<file path="src/rtl/unfold_result_arbiter.sv">
// Round-robin collector of NUM_CH producer results into a DEPTH-entry FWFT FIFO tagged with source channel.
// A grant at edge N is on res after edge N if the FIFO was empty; no combinational path from ch_data to res.
// Grants stop when full, when ctrl=0, under manual_rst and during reset; res_ready never feeds ch_ready.
module unfold_result_arbiter #(
    parameter int NUM_CH = 4,
    parameter int WIDTH  = 32,
    parameter int DEPTH  = 8
) (
    input  logic                        clk,
    input  logic                        rst_n,
    input  logic                        manual_rst,
    input  logic                        ctrl,
    input  logic [NUM_CH-1:0]           ch_valid,
    input  logic [NUM_CH*WIDTH-1:0]     ch_data,
    output logic [NUM_CH-1:0]           ch_ready,
    output logic [WIDTH-1:0]            res,
    output logic [$clog2(NUM_CH)-1:0]   res_ch,
    output logic                        res_valid,
    input  logic                        res_ready,
    output logic [$clog2(DEPTH):0]      level
);
    localparam int CW = $clog2(NUM_CH);
    localparam int PW = $clog2(DEPTH);
    localparam int LW = PW + 1;

    logic [WIDTH-1:0] mem_dat_q [DEPTH];
    logic [CW-1:0]    mem_ch_q  [DEPTH];

    logic [PW-1:0] wr_ptr_q, wr_ptr_d;
    logic [PW-1:0] rd_ptr_q, rd_ptr_d;
    logic [LW-1:0] level_q, level_d;
    logic [CW-1:0] last_grant_q, last_grant_d;

    logic [CW-1:0] grant_idx;
    logic          grant_found;
    logic          eligible;
    logic          push;
    logic          pop;
    int            scan_idx;

    assign eligible = ctrl & ~manual_rst & rst_n & (level_q < LW'(DEPTH));

    // Search starts one past the last granted channel so every valid producer gets a turn.
    always_comb begin
        grant_idx   = '0;
        grant_found = 1'b0;
        scan_idx    = 0;
        for (int k = 1; k <= NUM_CH; k++) begin
            scan_idx = (int'(last_grant_q) + k) % NUM_CH;
            if (!grant_found && ch_valid[CW'(scan_idx)]) begin
                grant_found = 1'b1;
                grant_idx   = CW'(scan_idx);
            end
        end
    end

    always_comb begin
        ch_ready = '0;
        if (eligible && grant_found) begin
            ch_ready[grant_idx] = 1'b1;
        end
    end

    assign push = eligible & grant_found;
    assign pop  = (level_q != '0) & res_ready;

    always_comb begin
        wr_ptr_d     = wr_ptr_q;
        rd_ptr_d     = rd_ptr_q;
        level_d      = level_q;
        last_grant_d = last_grant_q;
        if (manual_rst) begin
            wr_ptr_d     = '0;
            rd_ptr_d     = '0;
            level_d      = '0;
            last_grant_d = CW'(NUM_CH - 1);
        end else begin
            if (push) begin
                wr_ptr_d     = wr_ptr_q + 1'b1;
                last_grant_d = grant_idx;
            end
            if (pop) begin
                rd_ptr_d = rd_ptr_q + 1'b1;
            end
            case ({push, pop})
                2'b10:   level_d = level_q + 1'b1;
                2'b01:   level_d = level_q - 1'b1;
                default: level_d = level_q;
            endcase
        end
    end

    always_ff @(posedge clk or negedge rst_n) begin
        if (!rst_n) begin
            wr_ptr_q     <= '0;
            rd_ptr_q     <= '0;
            level_q      <= '0;
            last_grant_q <= CW'(NUM_CH - 1);
        end else begin
            wr_ptr_q     <= wr_ptr_d;
            rd_ptr_q     <= rd_ptr_d;
            level_q      <= level_d;
            last_grant_q <= last_grant_d;
        end
    end

    // Storage needs no reset: every read of it is masked by level_q.
    always_ff @(posedge clk) begin
        if (push) begin
            mem_dat_q[wr_ptr_q] <= ch_data[int'(grant_idx)*WIDTH +: WIDTH];
            mem_ch_q[wr_ptr_q]  <= grant_idx;
        end
    end

    assign res_valid = (level_q != '0);
    assign res       = res_valid ? mem_dat_q[rd_ptr_q] : '0;
    assign res_ch    = res_valid ? mem_ch_q[rd_ptr_q]  : '0;
    assign level     = level_q;

endmodule
</file>
<file path="config.mk">
export PLATFORM = sky130hd
export DESIGN_NAME = unfold_result_arbiter
export DESIGN_NICKNAME = d
export VERILOG_FILES = /design/src/rtl/unfold_result_arbiter.sv
export SDC_FILE = /design/constraint.sdc
export NUM_CORES = 1
export LEC_CHECK = 0
export BUFFER_PORTS_ARGS = -buffer_cell sky130_fd_sc_hd__buf_2
export CAP_MARGIN = 0
export CORE_ASPECT_RATIO = 0.6
export CORE_MARGIN = 4
export CORE_UTILIZATION = 61
export DETAILED_ROUTE_END_ITERATION = 16
export GPL_TIMING_DRIVEN = 0
export HOLD_SLACK_MARGIN = 0.15
export PLACE_DENSITY = 0.84
export SYNTH_ARGS = -nofsm -noshare
export SYNTH_HDL_FRONTEND = slang
export SYNTH_SLANG_ARGS = --single-unit
</file>
<file path="constraint.sdc">
create_clock -name clk -period 8.7 [get_ports clk]
set_input_delay 0.87 -clock clk [delete_from_list [all_inputs] [get_ports clk]]
set_output_delay 0.87 -clock clk [all_outputs]
set_load 0.02 [all_outputs]
</file>
==> impl_metrics.tcl <==
set metrics [dict create \
    grt_pass1_vias 7415 \
    fillers 1153 \
    postSynthAreaPerCell_um2 18.9 \
    cts_buffers 25 \
    hold_class "input port to asynchronous set/reset pin" \
    outcome "completed" \
    yosys-mux-area-fraction_pct 23.5 \
    finalCritPeriodShare_pct 44.0 \
    slew_violations 0 \
    regToRegEndpoint "mem_dat_q[1][28]" \
    rsz0062_at_grt "false" \
    leakage_nw 5.20 \
    core_area_mm2 0.0193 \
    drt-total-wl_mm 29.2 \
    reg2reg_setup_slack_ns 5.63 \
    synth_area_leaders "edfxtp_1 (67%), mux4_2 (13%), mux2i_1 (11%)" \
    clk_latency_ns 0.53 \
    die_w_um 191 \
    power_density_mw_per_mm2 253 \
    fp-row-count 39 \
    synth_top_cell_by_area "edfxtp_1" \
    hold_viol 0 \
    synth-xor-area-share_pct 0.573 \
    antenna_found_initial 0 \
    start_util_pct 63.3 \
    grt_overflow 0 \
    fmax_mhz 261 \
    vias 7065 \
    ioPinCount 180 \
    htree_levels 1 \
    synthFlopType "edfxtp_1" \
    crit_type "flop to output pin" \
    dp_hpwl_mm 20.3 \
    ant_nets 0 \
    synth-seq-cells 284 \
    worst_pin_slew_ns 0.942 \
    grt_max_degree 27 \
    layout_setup_ws_ns 4.87 \
    synth_area_mm2 0.0122 \
    avgViaCountPerCell 6.06 \
    maxCapViolCount 0 \
    netlist_instances 647 \
    end_kind "output pin" \
    drive_above_1_share_pct 39.0 \
    drtIter0Drc 728 \
    wire_per_inst_um 25.1 \
    ir_drop_uv 143 \
    die_h_um 118 \
    gp_congestion 0.852 \
    yosys_warnings 0 \
    cts_max_path_buffers 3 \
    finalPower_mw 3.68 \
    async_flop_share_pct 4.23 \
    grt_pass1_wl_mm 44.7 \
    synthAdderAreaFrac_pct 0.409 \
    drt_pre_antenna_iters 5 \
    yosysSeqAreaShare_pct 69.3 \
    diodes 0 \
    synth_edf_count 272 \
    path_clk_slew_ns 0.07 \
    cts_tree "yes" \
    cts_resized 0 \
    synth_top_family_by_area "multiplexers" \
    start_kind "flop" \
    reg2reg_from "level[3]" \
    critPathRequiredTime_ns 7.83 \
    yosys.area_share.simple_pct 3.46 \
    cts_root_buf "clkbuf_16" \
    synth-compound-area-share_pct 1.02 \
    cp-endpoint "res[24]" \
    cts.sinks 284 \
    synth_top_cell_area_share_pct 66.8 \
    synthesis.nets 788 \
    r2r_cells 9 \
    yosysUniqueCellTypes 41 \
    dieArea_mm2 0.0224 \
    port_buffers 178 \
    pre_cts_ws_ns 4.94 \
    area_delta_synth_final_pct 18.8 \
    cp-startpoint "rd_ptr_q[1]" \
    nNetsFinal 1024 \
    finalClockSkew_ns 0.0152 \
    crit_fanout 10 \
    cts_setup_buffers 0 \
    fin_crit_ns 3.83 \
    slew_headroom_pct 36.8 \
    cts_hold_buf 0 \
    drcViolationCount 0 \
    track_usage_pct 26.5 \
    finalSetupViolCount 0 \
    cp.arrival_ns 2.96 \
]
## cells in the final DEF, fill, tap and decap left out, types with 2 or more instances in the layout
| cell | n |
|---|---|
| buf_6 | 16 |
| mux4_2 | 68 |
| buf_1 | 3 |
| nand3_1 | 3 |
| o211ai_1 | 2 |
| edfxtp_1 | 272 |
| nor2_1 | 46 |
| clkbuf_16 | 25 |
| buf_2 | 201 |
| nor2b_1 | 2 |
| mux2_2 | 2 |
| dfstp_2 | 2 |
| nor4b_2 | 2 |
| nand2_1 | 13 |
| nand2b_1 | 3 |
| clkbuf_1 | 20 |
| or4_4 | 2 |
| nor3_2 | 2 |
| buf_4 | 14 |
| clkinv_2 | 2 |
| mux2i_1 | 132 |
| nor3b_1 | 2 |
| a211oi_1 | 3 |
| xnor2_1 | 3 |
| clkinv_1 | 8 |
| buf_8 | 2 |
| dfrtp_1 | 10 |
| nor3b_2 | 2 |
| a21oi_1 | 5 |
| ha_1 | 4 |
| inv_1 | 3 |
| o21ai_0 | 2 |
| xor2_1 | 5 |
| nor3_1 | 2 |
## registers in the layout, indices dropped and copies added, names as in the netlist
register / count
mem_dat_q: 256
mem_ch_q: 16
level: 4
rd_ptr_q: 3
wr_ptr_q: 3
last_grant_q: 2
## where the power goes
part,internal (mW),switching (mW),total (mW)
Sequential,1.58,0.0222,1.60
Clock,0.527,0.468,0.996
Combinational,0.384,0.693,1.08
Total,2.49,1.18,3.68
## final cells by class
| type | instances | area (um^2) | share of cell area (%) |
|---|---|---|---|
| plain buffers | 41 | 194 | 1.34 |
| clock buffers | 32 | 652 | 4.49 |
| clock inverters | 12 | 56.3 | 0.388 |
| inverters | 4 | 15.0 | 0.103 |
| multi-input cells | 318 | 3590 | 24.7 |
| flip-flops and latches | 284 | 8470 | 58.3 |
| well taps | 266 | 333 | 2.29 |
| repair buffers | 209 | 1210 | 8.32 |
## stage by stage
stage	cell area [um^2]	hold WS, ns	setup TNS (ns)	utilization [%]	instances
floorplan	12200	0.489	0	-	647
global route	14500	0.234	0	75.1	1166
global placement	13400	0.502	-26.70	69.6	1091
CTS	14500	0.231	0	75.1	1166
detailed placement	13800	0.532	0	71.5	1122
finish	14500	0.225	0	75.1	1166
## critical path, stage by stage, from the launching register on
cell and delay, ns:
dfrtp_1 0.36, clkbuf_1 0.28, clkbuf_1 0.57, buf_2 0.43, mux4_2 0.36, mux2i_1 0.16, nor2_1 0.08, buf_2 0.20
## logic make-up after synthesis
logic type / after synthesis
flip-flops: 284
multiplexers: 202
AND/OR/NAND/NOR: 86
buffers and inverters: 45
AO/OA/AOI/OAI: 18
XOR/XNOR: 8
adder cells (fa/ha/maj): 4
## routing by layer
layer / GRT usage [%] / part of all wire [%]
met1: 38.5 / 40
met4: 5.61 / 2.0
met5: 0 / 0
met3: 4.06 / 9.0
met2: 43.5 / 49
## worst min path at each step
stage / to / startpoint
after CTS: level[1] / rst_n
after global placement: last_grant_q[0] / last_grant_q[0]
after floorplan: last_grant_q[0] / last_grant_q[0]
after global routing: level[1] / rst_n
after detailed placement: last_grant_q[0] / last_grant_q[0]
final: level[0] / rst_n
## synthesized netlist by cell type (4+ instances only)
library cell  count
mux4_2           68
clkbuf_1         13
ha_1              4
nor3b_1           4
dfrtp_1          10
buf_2            23
a21oi_1           5
nor2_1           47
mux2i_1         132
nor3_1            4
nand2_1          13
xor2_1            5
edfxtp_1        272
(Power assumes the default switching activity.)
